$ cat src/rtl/rv_pkg.sv
// Shared RISC-V register-file types and defaults.
// Latency: n/a (types and constants only).
// Backpressure: n/a.
package rv_pkg;

    localparam int XLEN_DEFAULT  = 32;
    localparam int NREGS_DEFAULT = 32;
    localparam int REG_ZERO      = 0;
    localparam int AW_DEFAULT    = $clog2(NREGS_DEFAULT);

    typedef logic [AW_DEFAULT-1:0]   reg_addr_t;
    typedef logic [XLEN_DEFAULT-1:0] xlen_t;

endpackage

$ cat src/rtl/regfile_sb_if.sv
// Decode/writeback side bundle of the scoreboarded register file.
// Latency: n/a (wires only).
// Backpressure: stall is advisory; issue is not gated by the register file.
// master: decode + writeback drivers; slave: the register file itself.
interface regfile_sb_if #(
    parameter int XLEN  = 32,
    parameter int NREGS = 32,
    parameter int NRD   = 2
);
    localparam int AW = $clog2(NREGS);

    logic                RegWrite;
    logic [AW-1:0]       Rd;
    logic [XLEN-1:0]     Write_data;
    logic [NRD*AW-1:0]   Rs;
    logic [NRD*XLEN-1:0] read_data;
    logic [NRD-1:0]      rs_busy;
    logic                issue_valid;
    logic [AW-1:0]       issue_rd;
    logic                stall;
    logic [NRD-1:0]      rs_en;
    logic [NREGS-1:0]    busy_vec;

    modport master (
        output RegWrite, Rd, Write_data, Rs, issue_valid, issue_rd, rs_en,
        input  read_data, rs_busy, stall, busy_vec
    );

    modport slave (
        input  RegWrite, Rd, Write_data, Rs, issue_valid, issue_rd, rs_en,
        output read_data, rs_busy, stall, busy_vec
    );

endinterface

$ cat src/rtl/regfile_sb_scoreboard.sv
// Busy-bit scoreboard: issue sets, writeback clears, per-port hazard flags.
// Latency: busy bits update on the clk edge; rs_busy/stall are combinational.
// Backpressure: stall is an output only; a set during stall is still honoured.
// Ports: clk/reset, writeback (RegWrite/Rd), issue (issue_valid/issue_rd),
//        read addresses + per-port bypass hits, rs_en mask -> rs_busy, stall, busy_vec.
module regfile_sb_scoreboard
    import rv_pkg::*;
#(
    parameter int NREGS    = NREGS_DEFAULT,
    parameter int NRD      = 2,
    parameter int ZERO_REG = 1,
    localparam int AW      = $clog2(NREGS)
) (
    input  logic              clk,
    input  logic              reset,
    input  logic              RegWrite,
    input  logic [AW-1:0]     Rd,
    input  logic              issue_valid,
    input  logic [AW-1:0]     issue_rd,
    input  logic [NRD*AW-1:0] Rs,
    input  logic [NRD-1:0]    bypass,
    input  logic [NRD-1:0]    rs_en,
    output logic [NRD-1:0]    rs_busy,
    output logic              stall,
    output logic [NREGS-1:0]  busy_vec
);

    logic [NREGS-1:0] busy;
    logic [NREGS-1:0] busy_nxt;

    always_ff @(posedge clk or negedge reset) begin
        if (!reset) begin
            busy <= '0;
        end else begin
            busy <= busy_nxt;
        end
    end

    // Set beats clear: the newly issued instruction is the youngest owner.
    always_comb begin
        busy_nxt = busy;
        for (int r = 0; r < NREGS; r++) begin
            if (issue_valid && issue_rd == AW'(r)) begin
                busy_nxt[r] = 1'b1;
            end else if (RegWrite && Rd == AW'(r)) begin
                busy_nxt[r] = 1'b0;
            end
            if (ZERO_REG != 0 && r == REG_ZERO) begin
                busy_nxt[r] = 1'b0;
            end
        end
    end

    // A same-cycle writeback to the operand satisfies it, so bypass masks the hazard.
    always_comb begin
        rs_busy = '0;
        for (int i = 0; i < NRD; i++) begin
            rs_busy[i] = busy[Rs[i*AW +: AW]] & ~bypass[i];
        end
    end

    assign stall    = |(rs_busy & rs_en);
    assign busy_vec = busy;

endmodule

$ cat src/rtl/regfile_sb.sv
// Parametrised register file with write-to-read bypass and busy-bit scoreboard.
// Latency: reads combinational (zero cycles); writes/busy updates on the clk edge.
// Backpressure: stall flags RAW hazards to decode; issue is never blocked here.
// Ports: clk, reset (async active-low), bus (slave side of regfile_sb_if).
module regfile_sb
    import rv_pkg::*;
#(
    parameter int XLEN     = XLEN_DEFAULT,
    parameter int NREGS    = NREGS_DEFAULT,
    parameter int NRD      = 2,
    parameter int ZERO_REG = 1,
    localparam int AW      = $clog2(NREGS)
) (
    input  logic         clk,
    input  logic         reset,
    regfile_sb_if.slave  bus
);

    localparam bit ZERO_EN = (ZERO_REG != 0);

    logic [XLEN-1:0] mem [NREGS];
    logic [NRD-1:0]  bypass;
    logic            wr_ok;

    // Writes to the hardwired zero register are dropped.
    assign wr_ok = bus.RegWrite && !(ZERO_EN && bus.Rd == AW'(REG_ZERO));

    always_ff @(posedge clk or negedge reset) begin
        if (!reset) begin
            for (int r = 0; r < NREGS; r++) begin
                mem[r] <= '0;
            end
        end else if (wr_ok) begin
            mem[bus.Rd] <= bus.Write_data;
        end
    end

    for (genvar i = 0; i < NRD; i++) begin : g_rd
        logic [AW-1:0]   addr;
        logic [XLEN-1:0] rdata;

        assign addr = bus.Rs[i*AW +: AW];
        // Reset blocks writes, so it also blocks forwarding of Write_data.
        assign bypass[i] = reset && wr_ok && (bus.Rd == addr);

        always_comb begin
            rdata = mem[addr];
            if (bypass[i]) begin
                rdata = bus.Write_data;
            end else if (ZERO_EN && addr == AW'(REG_ZERO)) begin
                rdata = '0;
            end
        end

        assign bus.read_data[i*XLEN +: XLEN] = rdata;
    end

    regfile_sb_scoreboard #(
        .NREGS    (NREGS),
        .NRD      (NRD),
        .ZERO_REG (ZERO_REG)
    ) u_sb (
        .clk         (clk),
        .reset       (reset),
        .RegWrite    (bus.RegWrite),
        .Rd          (bus.Rd),
        .issue_valid (bus.issue_valid),
        .issue_rd    (bus.issue_rd),
        .Rs          (bus.Rs),
        .bypass      (bypass),
        .rs_en       (bus.rs_en),
        .rs_busy     (bus.rs_busy),
        .stall       (bus.stall),
        .busy_vec    (bus.busy_vec)
    );

endmodule

$ cat src/flat_wrapper.sv
// flat-port wrapper written by rule: the top's interface ports become plain ports
module regfile_sb_flat import rv_pkg::*;
#(
    parameter int XLEN     = XLEN_DEFAULT,
    parameter int NREGS    = NREGS_DEFAULT,
    parameter int NRD      = 2,
    parameter int ZERO_REG = 1,
    localparam int AW      = $clog2(NREGS)
)
  (clk, reset, bus_RegWrite, bus_Rd, bus_Write_data, bus_Rs, bus_issue_valid, bus_issue_rd, bus_rs_en, bus_read_data, bus_rs_busy, bus_stall, bus_busy_vec);
  regfile_sb_if #(.XLEN(XLEN), .NREGS(NREGS), .NRD(NRD)) bus_i ();
  input  logic clk;
  input  logic reset;
  input wire logic [$bits(bus_i.RegWrite)-1:0] bus_RegWrite;
  input wire logic [$bits(bus_i.Rd)-1:0] bus_Rd;
  input wire logic [$bits(bus_i.Write_data)-1:0] bus_Write_data;
  input wire logic [$bits(bus_i.Rs)-1:0] bus_Rs;
  input wire logic [$bits(bus_i.issue_valid)-1:0] bus_issue_valid;
  input wire logic [$bits(bus_i.issue_rd)-1:0] bus_issue_rd;
  input wire logic [$bits(bus_i.rs_en)-1:0] bus_rs_en;
  output wire logic [$bits(bus_i.read_data)-1:0] bus_read_data;
  output wire logic [$bits(bus_i.rs_busy)-1:0] bus_rs_busy;
  output wire logic [$bits(bus_i.stall)-1:0] bus_stall;
  output wire logic [$bits(bus_i.busy_vec)-1:0] bus_busy_vec;
  assign bus_i.RegWrite = bus_RegWrite;
  assign bus_i.Rd = bus_Rd;
  assign bus_i.Write_data = bus_Write_data;
  assign bus_i.Rs = bus_Rs;
  assign bus_i.issue_valid = bus_issue_valid;
  assign bus_i.issue_rd = bus_issue_rd;
  assign bus_i.rs_en = bus_rs_en;
  assign bus_read_data = bus_i.read_data;
  assign bus_rs_busy = bus_i.rs_busy;
  assign bus_stall = bus_i.stall;
  assign bus_busy_vec = bus_i.busy_vec;
  regfile_sb #(.XLEN(XLEN), .NREGS(NREGS), .NRD(NRD), .ZERO_REG(ZERO_REG)) u_core (.clk(clk), .reset(reset), .bus(bus_i));
endmodule
$ cat config.mk
export PLATFORM = sky130hd
export DESIGN_NAME = regfile_sb_flat
export DESIGN_NICKNAME = d
export VERILOG_FILES = /design/src/rtl/rv_pkg.sv /design/src/rtl/regfile_sb_if.sv /design/src/rtl/regfile_sb_scoreboard.sv /design/src/rtl/regfile_sb.sv /design/src/flat_wrapper.sv
export SDC_FILE = /design/constraint.sdc
export NUM_CORES = 2
export LEC_CHECK = 0
export CORE_MARGIN = 2
export CORE_UTILIZATION = 50
export CTS_CLUSTER_SIZE = 40
export DETAILED_ROUTE_END_ITERATION = 7
export PLACE_DENSITY = 0.65
export SYNTH_ARGS = -nofsm -noshare
export SYNTH_HDL_FRONTEND = slang
export SYNTH_HIERARCHICAL = 1
export SYNTH_SLANG_ARGS = --single-unit
$ cat constraint.sdc
create_clock -name clk -period 7.6 [get_ports clk]
set_clock_uncertainty 0.15 [all_clocks]
set_input_delay 1.52 -clock clk [delete_from_list [all_inputs] [get_ports clk]]
set_output_delay 1.52 -clock clk [all_outputs]
set_load 0.03 [all_outputs]
* Word-level counts from Yosys, hierarchy flattened
Index checks and enable logic that the tools add are counted.
** Cells by class
- Order comparisons :: 6
- Reduce and logical (&&, ||, !) cells :: 103
- Eq/ne operators :: 64
- Bitwise gates (word level) :: 8
- Muxes and demuxes :: 79
** Operators by type and width (number)
- $bwmux W1024 :: 1
- $bmux W32 S5 :: 2
- $mux W32 :: 9
- $demux W32 S5 :: 1
- $eq A5 B5 Y1 const B :: 32
- $eq A5 B4 Y1 const B :: 16
- $logic_and A1 B1 Y1 :: 67
- $mux W1 :: 64
- $reduce_bool A2 Y1 :: 31
- $eq A5 B3 Y1 const B :: 8
- $eq A5 B2 Y1 const B :: 4
- $ge A6 B6 Y1 const B :: 3
- $not A5 Y6 :: 3
- $logic_not A5 Y1 :: 3
- $lt A5 B6 Y1 const B :: 2
- $bmux W1 S5 :: 2
- $eq A5 B1 Y1 const B :: 2
- $eq A5 B5 Y1 :: 2
- $lt A6 B1 Y1 const B :: 1
- $and A1 B1 Y1 :: 2
- $and A2 B2 Y2 :: 1
- $not A1 Y1 :: 2
- $reduce_or A2 Y1 :: 1
- $logic_not A1 Y1 :: 1
** Storage, ports and cells
- Bits in registers :: 1055
- Input port bits :: 58
- Word-level logic and storage cells :: 323
- Output and inout port bits :: 99

* Logic depth before layout (Yosys ltp)
- Depth after elaboration :: 9
- Depth in mapped cells :: 10
- Depth with buffers taken out :: 6

* By module
Netlist, hierarchy kept.
** Modules (own cells, without submodules)
- regfile_sb :: area each 55668.4 um2, cells an instance 3943, instances 1, seq. area each 25624.6 um2
- regfile_sb_scoreboard :: area each 2005.7 um2, cells an instance 196, instances 1, seq. area each 775.7 um2

* Worst setup path before layout
No wires, ideal clock.
- Path kind :: input -> output
- Start point :: input port bus_Rd[2]
- End point :: output port bus_read_data[0]
- Stages on the path :: 7
- Arrival time :: 3455 ps
- Required time :: 5930 ps
- Path slack :: 2475 ps
- Cell sequence :: buf_2 nor3_1 a21oi_1 and3_4 a21o_1 buf_2 o31ai_1
** Between the ends
- Cells in the longest elaborated chain, start to end :: 6
- Elaborated cells between the ends (all ways) :: 7
- Those cells by class :: eq/ne (1); mux (1); reduce/logical (5)
** RTL lines
- start: declaration :: RTL line flat_wrapper.sv:15 : input wire logic [$bits(bus_i.Rd)-1:0] bus_Rd;
- $logic_not A5 Y1
- $logic_not A1 Y1 :: RTL line regfile_sb.sv:26 : assign wr_ok = bus.RegWrite && !(ZERO_EN && bus.Rd == AW'(REG_ZERO));
- $logic_and A1 B1 Y1 :: RTL line regfile_sb.sv:26
- $logic_and A1 B1 Y1 :: RTL line regfile_sb.sv:44 : assign bypass[i] = reset && wr_ok && (bus.Rd == addr);
- $logic_and A1 B1 Y1 * :: RTL line regfile_sb.sv:44
- named net u_core.bypass[0] :: RTL line regfile_sb.sv:22 : logic [NRD-1:0] bypass;
- $mux W32 * :: RTL line regfile_sb.sv:48 : if (bypass[i]) begin
- end: declaration :: RTL line flat_wrapper.sv:21 : output wire logic [$bits(bus_i.read_data)-1:0] bus_read_data;
The timed path passes the listed nets; every way through them passes the cells marked *.

* Final worst setup path
- Start point :: input port bus_Rd[3]
- End point :: output port bus_read_data[12]
** Between the ends
- Cells in the longest elaborated chain, start to end :: 6
- Elaborated cells between the ends (all ways) :: 7
- Those cells by class :: eq/ne (1); mux (1); reduce/logical (5)
** RTL lines (RTL line)
- $logic_not A5 Y1
- $logic_not A1 Y1 :: regfile_sb.sv:26
- $logic_and A1 B1 Y1 :: regfile_sb.sv:26
- $logic_and A1 B1 Y1 :: regfile_sb.sv:44
- $logic_and A1 B1 Y1 * :: regfile_sb.sv:44
- $mux W32 * :: regfile_sb.sv:48
Mark *: on every way between the ends. The rest lies on a longest branch, timed or not.

==> flow_summary.toml <==
[run_status]
status = "finished with violations"
violations = "capacitance limit, slew limit"

[floorplanning]
die_area_mm2 = 0.118
pin_count = 157
die_h_um = 344
die_w_um = 344
core_area_mm2 = 0.114
num_rows = 124
start_util = 0.504

[cells_and_area]
nets = 4151
syn_to_final_growth_pct = 11.9
drive_gt1_frac = 0.456
final_common_cell = "mux2_2"
final_util = 0.565
layout_common_cells = "mux2_2, dfrtp_1, mux2i_1, mux4_2, buf_4"

[synthesis]
synthSimpleGateAreaFrac = 0.0239
synth_ff_type = "dfrtp_1"
synth_top_area_frac = 0.458
synth.distinct_cells = 58
synth_compound_area_frac = 0.0709
synthAdderAreaFrac = 0
synthArstFlopShare = 1.00
synth_seq_cells = 1055
synth_edf_count = 0
ys_seq_area_frac = 0.458
synth-xor-area-share = 0.00152
post-synth-top-area-cell = "dfrtp_1"
syn_avg_cell_area_um2 = 13.9
synth_top_family_by_area = "multiplexers"
synth_nets = 4197
synthCells = 4139
synthTopCellsByArea = "dfrtp_1, mux2_2, mux4_2"
synth_area_mm2 = 0.0577
ys_warn_count = 6
synth.area.mux_share = 0.406

[worst_setup_path]
cp-end-kind = "primary output"
path_cells = "clkdlybuf4s50_1, xor2_1, nor3_1, and2_2, buf_4, nand3_1, o31ai_1, clkdlybuf4s50_1"
cpPeakStageDelay_ps = 770
startpoint_type = "input pin"
worstPathArrival_ps = 5070
r2r_slack_ps = 6640
cp_common_cell = "clkdlybuf4s50_1"
reg2reg_from = "u_core/mem[188]"
required_ps = 5930
r2r_cells = 1
cp_slowest_cell = "clkdlybuf4s50_1"
critPathKind = "in2out"
crit_fanout = 18
r2r_end = "u_core/mem[188]"

[drt]
ant_nets = 0
wl_per_cell_um = 33.0
drc = 0
routed_via_density = 6.84
first_pass_iters = 8
vias = 39000
totalWireLength_mm = 188
drt_iter0_markers = 3690

[clock_network]
clockBufferDepth = 3
cts_tree = "done"
htree_num_levels = 3
cts_buffers = 116
clkLatencyLatePin_ps = 710
cts_sinks = 1055
clk_pin_slew_ps = 60
cts_resized = 0
post-cts-setup-buffers = 0
root_buffer = "clkbuf_16"
postCtsHoldBufs = 0

[power_and_ir_drop]
power_density_mw_per_mm2 = 264
p_leak_nw = 27.9
total_power_w = 0.0171
ir_drop_v = 0.000193

[timing]
setup_viol = 0
rsz0062_at_grt = "no"
drv_slew = 3
worst_slew_pin_slew_ps = 1500
period_needed_ps = 6740
slew_headroom = -0.0000553
hold_viol = 0
min_period_over_period = 0.886
fmax_mhz = 148
whs_ps = 248
final.setup.tns_ps = 0

[global_route]
grt-busiest-layer = "met2"
gr-usage-met3 = 0.0560
antenna_found_initial = 5
use_met2 = 0.508
grt_pass1_vias = 39800
track_usage = 0.321
grt_pass1_wl_mm = 277
grtUsageMet1 = 0.442
grt_max_degree = 181
overflow = 0

[placement]
io_buffers = 155
place.gp.congestion = 0.855
hpwlAfterDp_mm = 108

[hold_path]
worstHoldStart = "u_core/mem[1002]"
worstHoldPathCells = 0
min_path_type = "reg2reg"
hold_end = "u_core/mem[1002]"

[run]
cap_violations = 1
[worst max-delay path: cells and delay by family]
| family | cells | cell delay [ps] |
|---|---|---|
| compound gates | 1 | 170 |
| xor+xnor | 1 | 290 |
| buf+inv | 3 | 2010 |
| simple gates | 3 | 1010 |
[logic make-up (layout without fill, tap and decap cells)]
logic type,Yosys count,count (layout)
mux,1783,1783
flops,1055,1055
buf+inv,476,524
other cells,1,2
compound gates,544,544
simple gates,270,270
xor+xnor,10,10
[state kept, by name, summed over array words and instances, names as in the netlist]
signal,count
u_core/mem,1024
u_core/u_sb/busy_vec,31
[area by class of cell]
| type | instances | area [µm²] |
|---|---|---|
| clock inverters | 40 | 464 |
| repair buffers | 306 | 3100 |
| multi-input cells | 2608 | 29200 |
| fillers | 9237 | 49800 |
| clock buffers | 172 | 3490 |
| well taps | 1512 | 1890 |
| flip-flops and latches | 1055 | 26400 |
| diodes | 1 | 2.50 |
| inverters | 6 | 22.5 |
[synth_stat cells (all sizes together), types with 2 or more instances]
cell and count:
inv 6, nand4 4, a2111oi 8, o31ai 64, and3 2, a221oi 55, o21ai 96, nand4b 4
a211o 25, dfrtp 1055, a22oi 2, clkbuf 218, nand2 26, nand2b 14, o221ai 97, nand3b 16
nor2 90, or2 6, o221a 2, or3b 6, nor3 4, xor2 10, buf 252, or3 2
a311o 2, o22ai 72, nor3b 4, a21oi 66, mux2i 329, mux4 330, nor2b 8, mux2 1124
a211oi 52, nand3 77, and2 5
[power breakdown]
group          leakage (nW)  switching, W  total [W]  internal (W)
Clock                  1.97       0.00239    0.00586       0.00347
Combinational          12.4       0.00166    0.00374       0.00207
Sequential             13.5      0.000781    0.00748       0.00670
[metrics by stage]
step | instances | area, µm² | setup slack (ps)
3_3_place_gp | 5487 | 60600 | 913
4_1_cts | 5699 | 64600 | 920
6_report | 5700 | 64600 | 863
5_1_grt | 5700 | 64600 | 751
2_1_floorplan | 4139 | 57700 | 2480
3_5_place_dp | 5487 | 60600 | 915
[how the worst max path moves through the flow]
stage              start                 to  slack (ps)  cells past startpoint
5_1_grt        bus_Rd[3]  bus_read_data[61]         750                      9
3_5_place_dp   bus_Rs[1]  bus_read_data[30]         910                      7
4_1_cts        bus_Rs[1]  bus_read_data[30]         920                      7
6_report       bus_Rd[3]  bus_read_data[12]         860                      8
2_1_floorplan  bus_Rd[2]   bus_read_data[0]        2480                      7
3_3_place_gp   bus_Rs[1]  bus_read_data[30]         910                      7
[metal layers]
layer,share of wire,wire length (µm)
met1,0.41,77500
met2,0.47,88400
met3,0.074,14000
met4,0.044,8350
met5,0.00012,22
Note: power is estimated with default switching activity, not from simulation.
